==> src/rtl/ifetch.sv <==
// Purpose: single-outstanding instruction fetch stage between the PC stage and decode.
// Latency: request on the edge after issue; instr_valid on the edge after imem_ack (minimum 2 cycles).
// Backpressure: stall holds the presented instruction and blocks new issues; an outstanding request is never withdrawn.
//
// Ports:
//   clk, reset                       clock; asynchronous active-low reset
//   ia                               fetch address from the PC stage
//   flush                            redirect: drop the in-flight or held instruction
//   stall                            decode not ready: hold instr/instr_pc/instr_valid
//   imem_req, imem_addr              memory request and its address (held until imem_ack)
//   imem_ack, imem_rdata             one-cycle response strobe and instruction word
//   instr, instr_pc, instr_valid     instruction presented to decode
//   fetch_done                       one-cycle PC-advance strobe per delivered instruction
//   fetch_err                        sticky fault (misaligned fetch or memory timeout)

module ifetch (
    input  logic        clk,
    input  logic        reset,
    input  logic [31:0] ia,
    input  logic        flush,
    input  logic        stall,
    output logic        imem_req,
    output logic [31:0] imem_addr,
    input  logic        imem_ack,
    input  logic [31:0] imem_rdata,
    output logic [31:0] instr,
    output logic [31:0] instr_pc,
    output logic        instr_valid,
    output logic        fetch_done,
    output logic        fetch_err
);

    typedef enum logic [1:0] {
        IDLE  = 2'd0,
        WAIT  = 2'd1,
        DRAIN = 2'd2,
        HALT  = 2'd3
    } state_t;

    localparam logic [31:0] RESET_PC = 32'h8000_0000;

    state_t      state, state_nxt;
    logic        run;
    logic [7:0]  cnt, cnt_nxt;

    logic        imem_req_nxt;
    logic [31:0] imem_addr_nxt;
    logic [31:0] instr_nxt;
    logic [31:0] instr_pc_nxt;
    logic        instr_valid_nxt;
    logic        fetch_done_nxt;
    logic        fetch_err_nxt;

    logic        issue_ok;
    logic        misaligned;
    logic        timeout;

    // Issuing only when the output slot is empty or being consumed guarantees
    // an ack can never overwrite a held instruction.
    assign issue_ok   = (!instr_valid || !stall) && !fetch_err;
    assign misaligned = (ia[1:0] != 2'b00);
    assign timeout    = (cnt == 8'hff);

    // State and output registers. 'run' delays the first state change after
    // reset release to the second rising edge.
    always_ff @(posedge clk or negedge reset) begin
        if (!reset) begin
            run         <= 1'b0;
            state       <= IDLE;
            cnt         <= 8'd0;
            imem_req    <= 1'b0;
            imem_addr   <= RESET_PC;
            instr       <= 32'h0000_0000;
            instr_pc    <= RESET_PC;
            instr_valid <= 1'b0;
            fetch_done  <= 1'b0;
            fetch_err   <= 1'b0;
        end else begin
            run <= 1'b1;
            if (run) begin
                state       <= state_nxt;
                cnt         <= cnt_nxt;
                imem_req    <= imem_req_nxt;
                imem_addr   <= imem_addr_nxt;
                instr       <= instr_nxt;
                instr_pc    <= instr_pc_nxt;
                instr_valid <= instr_valid_nxt;
                fetch_done  <= fetch_done_nxt;
                fetch_err   <= fetch_err_nxt;
            end
        end
    end

    // Next-state logic.
    always_comb begin
        state_nxt = state;
        case (state)
            IDLE: begin
                if (issue_ok) begin
                    state_nxt = misaligned ? HALT : WAIT;
                end
            end
            WAIT: begin
                if (imem_ack) begin
                    state_nxt = IDLE;
                end else if (timeout) begin
                    state_nxt = HALT;
                end else if (flush) begin
                    state_nxt = DRAIN;
                end
            end
            DRAIN: begin
                if (imem_ack) begin
                    state_nxt = IDLE;
                end else if (timeout) begin
                    state_nxt = HALT;
                end
            end
            HALT:    state_nxt = HALT;
            default: state_nxt = IDLE;
        endcase
    end

    // Next values for the registered outputs.
    always_comb begin
        cnt_nxt         = cnt;
        imem_req_nxt    = imem_req;
        imem_addr_nxt   = imem_addr;
        instr_nxt       = instr;
        instr_pc_nxt    = instr_pc;
        instr_valid_nxt = instr_valid;
        fetch_done_nxt  = 1'b0;
        fetch_err_nxt   = fetch_err;

        // Decode takes the held instruction whenever it is not stalling.
        if (instr_valid && !stall) begin
            instr_valid_nxt = 1'b0;
        end

        case (state)
            IDLE: begin
                if (issue_ok) begin
                    if (misaligned) begin
                        fetch_err_nxt = 1'b1;
                    end else begin
                        imem_req_nxt  = 1'b1;
                        imem_addr_nxt = ia;
                        cnt_nxt       = 8'd0;
                    end
                end
            end
            WAIT: begin
                if (imem_ack) begin
                    imem_req_nxt = 1'b0;
                    if (!flush) begin
                        instr_nxt       = imem_rdata;
                        instr_pc_nxt    = imem_addr;
                        instr_valid_nxt = 1'b1;
                        fetch_done_nxt  = 1'b1;
                    end
                end else if (timeout) begin
                    imem_req_nxt  = 1'b0;
                    fetch_err_nxt = 1'b1;
                end else begin
                    // The counter keeps running into DRAIN so the timeout
                    // bounds the whole lifetime of one outstanding request.
                    cnt_nxt = cnt + 8'd1;
                end
            end
            DRAIN: begin
                if (imem_ack) begin
                    imem_req_nxt = 1'b0;
                end else if (timeout) begin
                    imem_req_nxt  = 1'b0;
                    fetch_err_nxt = 1'b1;
                end else begin
                    cnt_nxt = cnt + 8'd1;
                end
            end
            HALT: begin
                imem_req_nxt    = 1'b0;
                instr_valid_nxt = 1'b0;
            end
            default: begin
                imem_req_nxt = 1'b0;
            end
        endcase

        // Flush wins over stall and over a same-cycle ack.
        if (flush) begin
            instr_valid_nxt = 1'b0;
        end
    end

endmodule

==> config.mk <==
export PLATFORM = sky130hd
export DESIGN_NAME = ifetch
export DESIGN_NICKNAME = d
export VERILOG_FILES = /design/src/rtl/ifetch.sv
export SDC_FILE = /design/constraint.sdc
export NUM_CORES = 1
export LEC_CHECK = 0
export CAP_MARGIN = 0
export CORE_MARGIN = 2
export CORE_UTILIZATION = 48
export DETAILED_ROUTE_END_ITERATION = 8
export HOLD_SLACK_MARGIN = 0.06
export PLACE_DENSITY_LB_ADDON = 0.2
export SYNTH_ARGS = -nofsm -noshare
export SYNTH_HDL_FRONTEND = slang
export SYNTH_SLANG_ARGS = --single-unit
==> constraint.sdc <==
create_clock -name clk -period 6.9 [get_ports clk]
set_input_delay 1.38 -clock clk [delete_from_list [all_inputs] [get_ports clk]]
set_output_delay 1.38 -clock clk [all_outputs]
set_load 0.05 [all_outputs]
==> impl_metrics.tcl <==
set metrics [dict create \
    ant_nets 0 \
    grt_setup_unrepaired "false" \
    rows 35 \
    ys_warn_count 0 \
    final-setup-viol-count 0 \
    cts.htree.levels 3 \
    grt_usage_pct 19.8 \
    seq_area_frac_synth_pct 61.2 \
    gp_congestion 0.872 \
    antenna_cells 0 \
    crit_fanout 8 \
    place_area_um2 6320 \
    nets 555 \
    clk_pin_slew_worst_paths_ps 100 \
    drt_iter0_markers 93 \
    ioPinCount 169 \
    ys_ff_latch 111 \
    drc 0 \
    start_util_pct 49.4 \
    clock_latency_ps 350 \
    grt_max_degree 67 \
    die_x_um 101 \
    synthesis.nets 387 \
    maxCapViolations 0 \
    synthToLayoutAreaGrowth_pct 43.1 \
    viasPerCell 5.32 \
    wl_per_cell_um 17.0 \
    synthCells 311 \
    dp_hpwl_um 7270 \
    startpoint_type "input port" \
    cp.arrival_ps 3400 \
    cts_buffers 9 \
    powerDensity_nw_per_um2 501 \
    drive_gt1_share_pct 24.6 \
    worst_pin_slew_ps 947 \
    finalPower_mw 3.25 \
    critPathCaptureType "flip-flop" \
    synth.avg_cell_area_um2 14.6 \
    drt_wl_total_um 10100 \
    final_core_util_pct 70.7 \
    min_path_type "flip-flop to flip-flop" \
    status "complete, no violations" \
    grt_pass1_wl_um 15900 \
    leakagePower_nw 2.95 \
    tns_ps 0 \
    grt_pass1_vias 3144 \
    antenna_found_initial 0 \
    postCtsResizedCells 0 \
    firstDrtPassIters 5 \
    portBuffers 168 \
    min_period_ps 3160 \
    dieArea_um2 10300 \
    syn-cell-area_um2 4540 \
    pre_cts_ws_ps 3370 \
    fmax_ghz 0.316 \
    cts_hold_buf 0 \
    vdd_drop_max_mv 0.266 \
    worst-setup-path-type "input port to flip-flop" \
    gr-total-overflow 0 \
    min_period_over_period_pct 45.8 \
    via_count 3161 \
    final_area_um2 6500 \
    die_y_um 101 \
    maxSlewViolCount 0 \
    cts_tree "done" \
    yosysUniqueCellTypes 41 \
    post_cts_buffers 0 \
    timing.final.ws_setup_ps 3740 \
    hold_viol_final 0 \
    fin_skew_ps 15.4 \
    required_ps 7140 \
    root_buffer "clkbuf_8" \
    slew_headroom_pct 36.9 \
    clock_path_buffers 2 \
    clock_sinks 111 \
    fp.coreArea_um2 9200 \
]
==> synthesized netlist by cell type (all sizes together) <==
| cell type | instances | share of area [%] |
|---|---|---|
| a211oi | 1 | 0.17 |
| a21boi | 1 | 0.17 |
| a21o | 1 | 0.17 |
| a21oi | 1 | 0.11 |
| a22o | 1 | 0.19 |
| a31o | 1 | 0.19 |
| and2 | 2 | 0.28 |
| and3 | 1 | 0.14 |
| buf | 8 | 1.1 |
| clkbuf | 5 | 0.41 |
| conb | 1 | 0.083 |
| dfrtp | 109 | 60 |
| dfstp | 2 | 1.2 |
| ha | 7 | 1.9 |
| inv | 12 | 0.99 |
| mux2 | 97 | 24 |
| mux2i | 2 | 0.44 |
| nand2 | 8 | 0.66 |
| nand2b | 4 | 0.55 |
| nand3 | 5 | 0.83 |
| nand4 | 1 | 0.14 |
| nor2 | 5 | 0.41 |
| nor2b | 2 | 0.28 |
| nor3 | 3 | 0.33 |
| nor4 | 3 | 0.41 |
| o2111ai | 6 | 1.2 |
| o211a | 1 | 0.22 |
| o211ai | 8 | 1.3 |
| o21ai | 4 | 0.44 |
| o2bb2ai | 1 | 0.19 |
| o311ai | 2 | 0.39 |
| o31ai | 1 | 0.17 |
| or2 | 1 | 0.14 |
| or3 | 2 | 0.28 |
| or3b | 1 | 0.19 |
| or4 | 1 | 0.25 |
==> power by group <==
part / switching [mW] / internal, mW / total, mW
Sequential: 0.160 / 0.905 / 1.07
Combinational: 1.16 / 0.669 / 1.83
Clock: 0.222 / 0.136 / 0.358
Total: 1.54 / 1.71 / 3.25
==> cell type report <==
type	instances	area [um^2]
Sequential cell	111	2780
Fill cell	671	2700
Timing Repair Buffer	170	1690
Multi-Input combinational cell	175	1660
Tap cell	111	139
Clock buffer	9	124
Clock inverter	6	55.1
Inverter	12	45.0
==> through the flow <==
step	hold slack, ps	std cells
floorplan	523	311
global placement	486	579
detailed placement	493	579
CTS	516	594
global route	523	594
finish	512	594
==> worst max-delay path, cell delays in order <==
cell	delay [ps]
clkdlybuf4s50_1	450
or3b_1	440
nor2_1	400
o211a_1	400
mux2_4	330
==> metal layers <==
layer  global-route usage, %  part of all wire (%)  vias up
li1                        -                     -     1445
met4                    5.20                  0.36        0
met1                    27.2                    44     1579
met3                    6.35                   8.4        2
met2                    30.8                    47      135
met5                       0                     0        -
==> logic make-up (layout without fill, tap and decap cells) <==
kind of cell / Yosys count / after routing / share of synthesized area (%)
simple gates: 39 / 39 / 4.87
mux: 99 / 99 / 24.6
flops: 111 / 111 / 61.2
other cells: 1 / 1 / 0.0825
buf+inv: 25 / 197 / 2.48
fa+ha+maj: 7 / 7 / 1.93
compound gates: 29 / 29 / 4.88
==> path summary, 6_finish.rpt <==
check / cells past startpoint / to / start / slack [ps]
setup / recovery: 5 / cnt[0]$_DFFE_PN0P_ / ia[1] / 3740
min in group asynchronous: 1 / instr[20]$_DFFE_PN0P_ / reset / 1100
hold / removal: 1 / instr_pc[11]$_DFFE_PN0P_ / instr_pc[11]$_DFFE_PN0P_ / 510
setup reg to reg: 6 / cnt[0]$_DFFE_PN0P_ / state[1]$_DFFE_PN0P_ / 4260
hold reg to reg: 1 / instr_pc[11]$_DFFE_PN0P_ / instr_pc[11]$_DFFE_PN0P_ / 510
max in group asynchronous: 2 / instr_pc[16]$_DFFE_PN0P_ / reset / 4670
==> state kept, by name (all words and copies together) (netlist names), 2 cells and up <==
register and cells:
instr_pc 32, instr 32, cnt 8, imem_addr 32, state 2
==> cells in the final DEF, fill, tap and decap left out, drive strengths merged, types with 5 or more instances in the layout <==
cell type	synthesis	layout
clkbuf	5	9
clkdlybuf4s50	0	167
dfrtp	109	109
ha	7	7
inv	12	14
mux2	97	97
nand2	8	8
nand3	5	5
nor2	5	5
o2111ai	6	6
o211ai	8	8
(Power assumes the default switching activity.)
